===== src/rtl/load_store_unit.sv =====
// load_store_unit: memory-access stage between execute and load sign-extension.
// Accepts one load/store per handshake, issues it on a req/gnt/rvalid memory
// port with byte enables and lane-replicated store data, and returns load data
// aligned to bit 0 with unused upper bits zeroed.
//
// Optional feature macro: LSU_MISALIGN_TRAP_EN
//   defined   : misaligned halfword (off=3) / word (off!=0) -> rsp_err, no access
//   undefined : no misalignment check; word uses off=0, halfword uses off&2'b10
//
// Ports:
//   clk, rst                 clock, asynchronous active-high reset
//   req_valid/req_ready      request handshake from execute
//   req_we, req_funct3       store flag, RV32I load/store funct3
//   req_addr, req_wdata      byte address, store data (value in LSBs)
//   mem_req/mem_gnt          memory request handshake
//   mem_we, mem_addr         write strobe, word-aligned address
//   mem_be, mem_wdata        byte enables, lane-replicated store data
//   mem_rvalid, mem_rdata    read data return
//   rsp_valid/rsp_ready      response handshake to downstream
//   rsp_data, rsp_funct3     aligned zero-padded load data, funct3 of the op
//   rsp_err                  unsupported funct3 or trapped misalignment
module load_store_unit #(
  parameter int unsigned DATA_WIDTH = 32,
  parameter int unsigned ADDR_WIDTH = 32
) (
  input  logic                  clk,
  input  logic                  rst,
  input  logic                  req_valid,
  output logic                  req_ready,
  input  logic                  req_we,
  input  logic [2:0]            req_funct3,
  input  logic [ADDR_WIDTH-1:0] req_addr,
  input  logic [DATA_WIDTH-1:0] req_wdata,
  output logic                  mem_req,
  output logic                  mem_we,
  output logic [ADDR_WIDTH-1:0] mem_addr,
  output logic [3:0]            mem_be,
  output logic [DATA_WIDTH-1:0] mem_wdata,
  input  logic                  mem_gnt,
  input  logic                  mem_rvalid,
  input  logic [DATA_WIDTH-1:0] mem_rdata,
  output logic                  rsp_valid,
  input  logic                  rsp_ready,
  output logic [DATA_WIDTH-1:0] rsp_data,
  output logic [2:0]            rsp_funct3,
  output logic                  rsp_err
);

  typedef enum logic [1:0] {IDLE, REQ, WAIT, RESP} state_t;

  state_t state, state_nxt;

  logic                  we_q;
  logic [2:0]            f3_q;
  logic [ADDR_WIDTH-1:0] addr_q;
  logic [DATA_WIDTH-1:0] wdata_q;
  logic [DATA_WIDTH-1:0] rsp_data_q;
  logic                  err_q;

  logic                  req_bad;
  logic [1:0]            off;
  logic [DATA_WIDTH-1:0] rdata_shifted;
  logic [DATA_WIDTH-1:0] load_aligned;
  logic [3:0]            be_calc;
  logic [DATA_WIDTH-1:0] wdata_rep;

  // Incoming request is answered with an error (no memory access) when the
  // funct3 is unsupported or, with trapping enabled, the access is misaligned.
  always_comb begin
    req_bad = (req_funct3 == 3'b011) || (req_funct3[2:1] == 2'b11);
`ifdef LSU_MISALIGN_TRAP_EN
    if ((req_funct3[1:0] == 2'b01) && (req_addr[1:0] == 2'b11))
      req_bad = 1'b1;
    if ((req_funct3[1:0] == 2'b10) && (req_addr[1:0] != 2'b00))
      req_bad = 1'b1;
`endif
  end

  // Effective byte offset of the latched access. Without trapping, the low
  // address bits a size cannot use are ignored to force natural alignment.
  always_comb begin
    off = 2'b00;
    unique case (f3_q[1:0])
      2'b00:   off = addr_q[1:0];
`ifdef LSU_MISALIGN_TRAP_EN
      2'b01:   off = addr_q[1:0];
`else
      2'b01:   off = {addr_q[1], 1'b0};
`endif
      default: off = 2'b00;
    endcase
  end

  always_comb begin
    be_calc   = 4'b1111;
    wdata_rep = wdata_q;
    if (we_q) begin
      unique case (f3_q[1:0])
        2'b00:   begin be_calc = 4'b0001 << off; wdata_rep = {4{wdata_q[7:0]}};  end
        2'b01:   begin be_calc = 4'b0011 << off; wdata_rep = {2{wdata_q[15:0]}}; end
        default: begin be_calc = 4'b1111;        wdata_rep = wdata_q;            end
      endcase
    end else begin
      unique case (f3_q[1:0])
        2'b00:   wdata_rep = {4{wdata_q[7:0]}};
        2'b01:   wdata_rep = {2{wdata_q[15:0]}};
        default: wdata_rep = wdata_q;
      endcase
    end
  end

  // Words always have off=0, so the shifted word serves all three sizes.
  always_comb begin
    rdata_shifted = mem_rdata >> {off, 3'b000};
    unique case (f3_q[1:0])
      2'b00:   load_aligned = {24'b0, rdata_shifted[7:0]};
      2'b01:   load_aligned = {16'b0, rdata_shifted[15:0]};
      default: load_aligned = rdata_shifted;
    endcase
  end

  always_ff @(posedge clk or posedge rst) begin
    if (rst) state <= IDLE;
    else     state <= state_nxt;
  end

  always_comb begin
    state_nxt = state;
    req_ready = 1'b0;
    mem_req   = 1'b0;
    mem_we    = 1'b0;
    mem_addr  = '0;
    mem_be    = '0;
    mem_wdata = '0;
    rsp_valid = 1'b0;
    unique case (state)
      IDLE: begin
        req_ready = 1'b1;
        if (req_valid) state_nxt = req_bad ? RESP : REQ;
      end
      REQ: begin
        mem_req   = 1'b1;
        mem_we    = we_q;
        mem_addr  = {addr_q[ADDR_WIDTH-1:2], 2'b00};
        mem_be    = be_calc;
        mem_wdata = wdata_rep;
        if (mem_gnt) state_nxt = we_q ? RESP : WAIT;
      end
      WAIT: begin
        if (mem_rvalid) state_nxt = RESP;
      end
      RESP: begin
        rsp_valid = 1'b1;
        if (rsp_ready) state_nxt = IDLE;
      end
      default: state_nxt = IDLE;
    endcase
  end

  always_ff @(posedge clk or posedge rst) begin
    if (rst) begin
      we_q       <= 1'b0;
      f3_q       <= '0;
      addr_q     <= '0;
      wdata_q    <= '0;
      rsp_data_q <= '0;
      err_q      <= 1'b0;
    end else begin
      if (state == IDLE && req_valid) begin
        we_q       <= req_we;
        f3_q       <= req_funct3;
        addr_q     <= req_addr;
        wdata_q    <= req_wdata;
        rsp_data_q <= '0;
        err_q      <= req_bad;
      end
      if (state == WAIT && mem_rvalid) rsp_data_q <= load_aligned;
    end
  end

  assign rsp_data   = rsp_data_q;
  assign rsp_funct3 = f3_q;
  assign rsp_err    = err_q;

endmodule


===== config.mk =====
export PLATFORM = sky130hd
export DESIGN_NAME = load_store_unit
export DESIGN_NICKNAME = d
export VERILOG_FILES = /design/src/rtl/load_store_unit.sv
export SDC_FILE = /design/constraint.sdc
export NUM_CORES = 1
export LEC_CHECK = 0
export CAP_MARGIN = 20
export CORE_MARGIN = 2
export CORE_UTILIZATION = 39
export CTS_BUF_LIST = sky130_fd_sc_hd__clkbuf_4 sky130_fd_sc_hd__clkbuf_8 sky130_fd_sc_hd__clkbuf_16
export DETAILED_ROUTE_END_ITERATION = 10
export GPL_TIMING_DRIVEN = 0
export PLACE_DENSITY = 0.83
export SYNTH_ARGS = -nofsm -noshare
export SYNTH_HDL_FRONTEND = slang
export SYNTH_SLANG_ARGS = --single-unit

===== constraint.sdc =====
create_clock -name clk -period 3.1 [get_ports clk]
set_input_delay 0.62 -clock clk [delete_from_list [all_inputs] [get_ports clk]]
set_output_delay 0.62 -clock clk [all_outputs]
set_load 0.01 [all_outputs]

**Word-level counts from Yosys, hierarchy flattened**

Cells that the tools add are included.

- Equal/unequal tests: 10
- Reductions and logical operators: 7
- Muxes and demuxes: 21
- Shifts and indexed selects: 3

Operator list:

| operator | count |
|---|---|
| 2-to-1 mux 32 bit | 4 |
| one-hot mux 32 bit (2 select lines) | 2 |
| >> shifter 32 x 5 -> 32 bit | 1 |
| 2-to-1 mux 2 bit | 5 |
| 2-to-1 mux 4 bit | 2 |
| != test 2 bit, second input constant | 4 |
| one-hot mux 2 bit (4 select lines) | 1 |
| one-hot mux 4 bit (2 select lines) | 1 |
| equality test 2 bit, second input constant | 3 |
| 2-to-1 mux 1 bit | 5 |
| equality test 2 x 1 -> 1 bit, second input constant | 2 |
| logical NOT 2 bit | 2 |
| one-hot mux 2 bit (2 select lines) | 1 |
| AND reduction 4 bit | 1 |
| << shifter 1 x 2 -> 4 bit, first input constant | 1 |
| << shifter 2 x 2 -> 4 bit, first input constant | 1 |
| equality test 3 x 2 -> 1 bit, second input constant | 1 |
| logical AND 1 bit | 2 |
| nonzero test 2 bit | 1 |
| logical OR 1 bit | 1 |

- Input port bits: 106
- Output and inout port bits: 108
- Register bits: 103
- Word-level logic and storage cells: 48

**Depth between registers and ports, before layout**

- Word-level depth: 6
- Mapped depth: 8
- Mapped depth without buffers: 6

**Least setup slack after synthesis**

OpenSTA, ideal clock, no wires.

- Path kind: reg2out
- Start: register state[1]
- End: output port mem_addr[10]
- Slack: 1.060 ns
- Data arrival time: 1.420 ns
- Stages on the path, launching flop included: 6
- Path through: dfrtp_1 inv_1 ha_1 clkbuf_1 clkbuf_1 and2_1

- Word-level cells in the longest chain between the ends: 2

Ends and longest elaborated chain:

| what | line | text |
|---|---|---|
| start, declared | 51 | `state_t state, state_nxt;` |
| start signal, assigned | 124 | `else state <= state_nxt;` |
| equality test 2 x 1 -> 1 bit | 136 | `unique case (state)` |
| 2-to-1 mux 32 bit | 136 |  |
| end, declared | 36 | `output logic [ADDR_WIDTH-1:0] mem_addr,` |

Every way passes these cells.

**Worst setup path after layout**

- Start: register state[1]
- End: output port mem_wdata[31]

- Word-level cells in the longest chain between the ends: 2

Ends and longest elaborated chain:

| what | line | text |
|---|---|---|
| equality test 2 x 1 -> 1 bit | 136 |  |
| 2-to-1 mux 32 bit | 136 |  |
| end, declared | 38 | `output logic [DATA_WIDTH-1:0] mem_wdata,` |

Every way passes these cells.

==> key figures <==
Route
  • Antenna Nets Post-Route: 0
  • Routed len/inst: 18.4 microns
  • DR vias: 4402
  • DRT Pass-1 Iters: 4
  • Post-Route WL: 15900 microns
  • DR iter-0 viols: 307
  • Via density: 5.09
  • Residual DRC count: 0

STA
  • RSZ-0062 raised after global routing: no
  • Final WS setup: 0.152 ns
  • Clock skew: 0.00867 ns
  • Final min period: 2.95 ns
  • Final Slew Violations: 0
  • Pin slew with the least headroom to its limit: 0.617 ns
  • Fin Setup TNS: 0 ns
  • Rel. slew slack: 0.588
  • Highest Clock Rate: 339 MHz
  • Final Cycle Share: 0.951
  • Final setup fails: 0
  • Final Hold Fails: 0

Placement
  • Setup WS pre-CTS: -0.0993 ns
  • Port bufs: 211
  • Placed Area: 7590 sq um
  • GP Congestion: 0.865
  • Post-DP HPWL: 12300 microns

GRT
  • First-pass GRT wire length: 24900 microns
  • Antenna violations before repair: 0
  • Largest net degree at the start of global routing: 30
  • All-Layer GR Usage: 0.227
  • Vias in the first global route: 4704
  • GRT overflow: 0

Floorplan
  • Die area: 14200 sq um
  • # IOs: 214
  • Placement Rows: 42
  • Starting Density: 0.395
  • Die H: 119 microns
  • Core Box Area: 13100 sq um
  • Die W: 119 microns

Logic synthesis
  • Cells after Synth: 457
  • Area of the mapped netlist: 5180 sq um
  • Avg Cell Area, Syn: 11.3 sq um
  • Seq cells post-synth: 103
  • Unique cell type count in the Yosys netlist: 37
  • Total number of yosys warnings: 0
  • FFs w/ async S/R, synth: 1.00
  • Sequential fraction of the synthesis area: 0.497
  • Ys flop type: dfrtp_1
  • EDFF count, synth: 0

Setup path
  • Worst setup EP type: primary output
  • Max stage delay on crit path: 0.57 ns
  • CP max FO: 10
  • Crit-path slowest cell: clkdlybuf4s50_1
  • Worst path arrival time: 2.33 ns
  • Reg2reg end: wdata_q[0]
  • RR Startpoint: state[0]
  • Crit start category: flop
  • R2R setup slack: 1.15 ns
  • Worst path top cell family by delay: buffers and inverters
  • CP Data Required Time: 2.48 ns
  • Reg2reg path depth: 5
  • Crit path kind: reg2out
  • Sequence of cells on the critical path: inv_1 > ha_2 > buf_4 > clkbuf_4 > and2_1 > clkdlybuf4s50_1
  • CP bufs+invs: 4
  • Critical path depth: 6

Finish
  • Finished Cell Area: 7960 sq um
  • Area occupied by multi-input gates: 2350 sq um
  • Share of layout cells above drive strength 1: 0.188
  • Ant diodes: 0
  • Fin nets: 794
  • Fill cells: 1049
  • Area growth syn-to-layout: 53.4%
  • Register area: 2580 sq um

Worst hold path
  • Hold Path End: rsp_err
  • Hold Startpoint: rsp_err
  • Worst min-delay path class: reg2reg
  • Hold depth: 2

Pwr
  • VDD IR-drop max: 404 uV
  • Clock power frac: 0.172
  • Cell internal pwr: 0.00496 W
  • Net Sw Frac: 0.351
  • Sequential Power Share: 0.319
  • Power per Cell Area: 961 nW/um^2
  • P_leak: 3.38 nW
  • Combinational Power Share: 0.509
  • Switch Pwr: 0.00268 W

Clock tree
  • CTS Root Cell: clkbuf_16
  • Clock latency on the worst-skew pair: 0.36 ns
  • Num CTS Buffers: 9
  • Worst-case clock buffer depth: 2
  • CTS tree: built
  • # H-tree levels: 3
  • CTS clk-pin slew, worst paths: 0.07 ns
  • Clock Sinks: 103
  • CTS Hold Buffers Added: 0

Run
  • Max cap viols: 0

Outcome
  • Outcome: finished clean
[timing repair]
action	4_1_cts	5_1_grt
buffers inserted	0	0
resized for setup	7	5
setup endpoints to repair	50	17
[per-stage QoR]
step / hold WS [ns] / total power (W) / cells / utilization
2_1_floorplan: 0.471 / 0.00457 / 458 / -
5_1_grt: 0.516 / 0.00811 / 864 / 0.606
3_3_place_gp: 0.469 / 0.00619 / 845 / 0.573
4_1_cts: 0.489 / 0.00770 / 864 / 0.605
3_5_place_dp: 0.475 / 0.00635 / 848 / 0.578
6_report: 0.484 / 0.00764 / 864 / 0.606
[power by group through the flow]
stage / Sequential, W / Clock [W] / Combinational (W)
global route: 0.00253 / 0.00139 / 0.00419
floorplan: 0.00242 / 0 / 0.00214
global placement: 0.00241 / 0 / 0.00378
detailed placement: 0.00246 / 0 / 0.00389
CTS: 0.00244 / 0.00133 / 0.00392
finish: 0.00244 / 0.00131 / 0.00389
[flip-flops by register name (all words and copies together), names as in the netlist]
name        cells
wdata_q        32
addr_q         32
we_q            1
rsp_err         1
state           2
rsp_funct3      3
rsp_data       32
[how the worst max path moves through the flow]
stage / start / to / slack [ns]
5_1_grt: state[1] / mem_wdata[31] / 0.04
2_1_floorplan: state[1] / mem_addr[10] / 1.06
4_1_cts: state[1] / mem_wdata[15] / 0.004
3_3_place_gp: state[1] / mem_wdata[26] / -0.06
3_5_place_dp: state[1] / mem_be[1] / -0.1
6_report: state[1] / mem_wdata[31] / 0.15
[tightest hold or removal path: stages, from the launching register on]
cell and delay [ns]:
dfrtp_1 0.34, nand2_1 0.04, o21ai_0 0.06
[cells in the final DEF, fill, tap and decap left out, drive strengths merged, types with 9 or more instances in the layout]
master,instances
a21boi,11
a21oi,9
a22o,16
and2,57
buf,28
clkbuf,22
clkdlybuf4s50,211
dfrtp,103
inv,12
mux2,68
mux2i,17
nand2,44
nor2b,9
o21ai,28
[Yosys cell counts, drive strengths merged (2+ instances only)]
cell type,instances,share of area
buf,24,0.035
mux2i,17,0.033
inv,13,0.0094
a22o,16,0.027
a22oi,8,0.012
nand2,44,0.032
ha,5,0.012
o221ai,8,0.014
o21ai,28,0.027
clkbuf,9,0.0065
nor2b,9,0.011
mux2,68,0.15
nand2b,5,0.0094
a211oi,8,0.012
o31ai,2,0.0029
nor2,5,0.0065
a21boi,11,0.016
and2,57,0.069
a21oi,9,0.0087
dfrtp,103,0.50
[cells by family after synthesis]
family | count (synthesis) | synth area share
compound gates | 91 | 0.120
fa+ha+maj | 5 | 0.0121
buf+inv | 46 | 0.0514
flops | 103 | 0.497
mux | 85 | 0.181
other cells | 1 | 0.000723
simple gates | 126 | 0.138
[per-layer routing]
| metal | up-vias | routed length [microns] | global-route usage |
|---|---|---|---|
| li1 | 2029 | - | - |
| met1 | 2113 | 6240 | 0.268 |
| met2 | 218 | 7580 | 0.369 |
| met3 | 42 | 1380 | 0.0718 |
| met4 | 0 | 684 | 0.124 |
| met5 | - | 0 | 0 |
[layout make-up]
class	instances	share of cell area
clock buffers	14	0.0362
well taps	176	0.0277
repair buffers	214	0.274
flip-flops and latches	103	0.324
inverters	13	0.00661
multi-input cells	309	0.295
clock inverters	2	0.00755
plain buffers	33	0.0289
(Power assumes the default switching activity.)
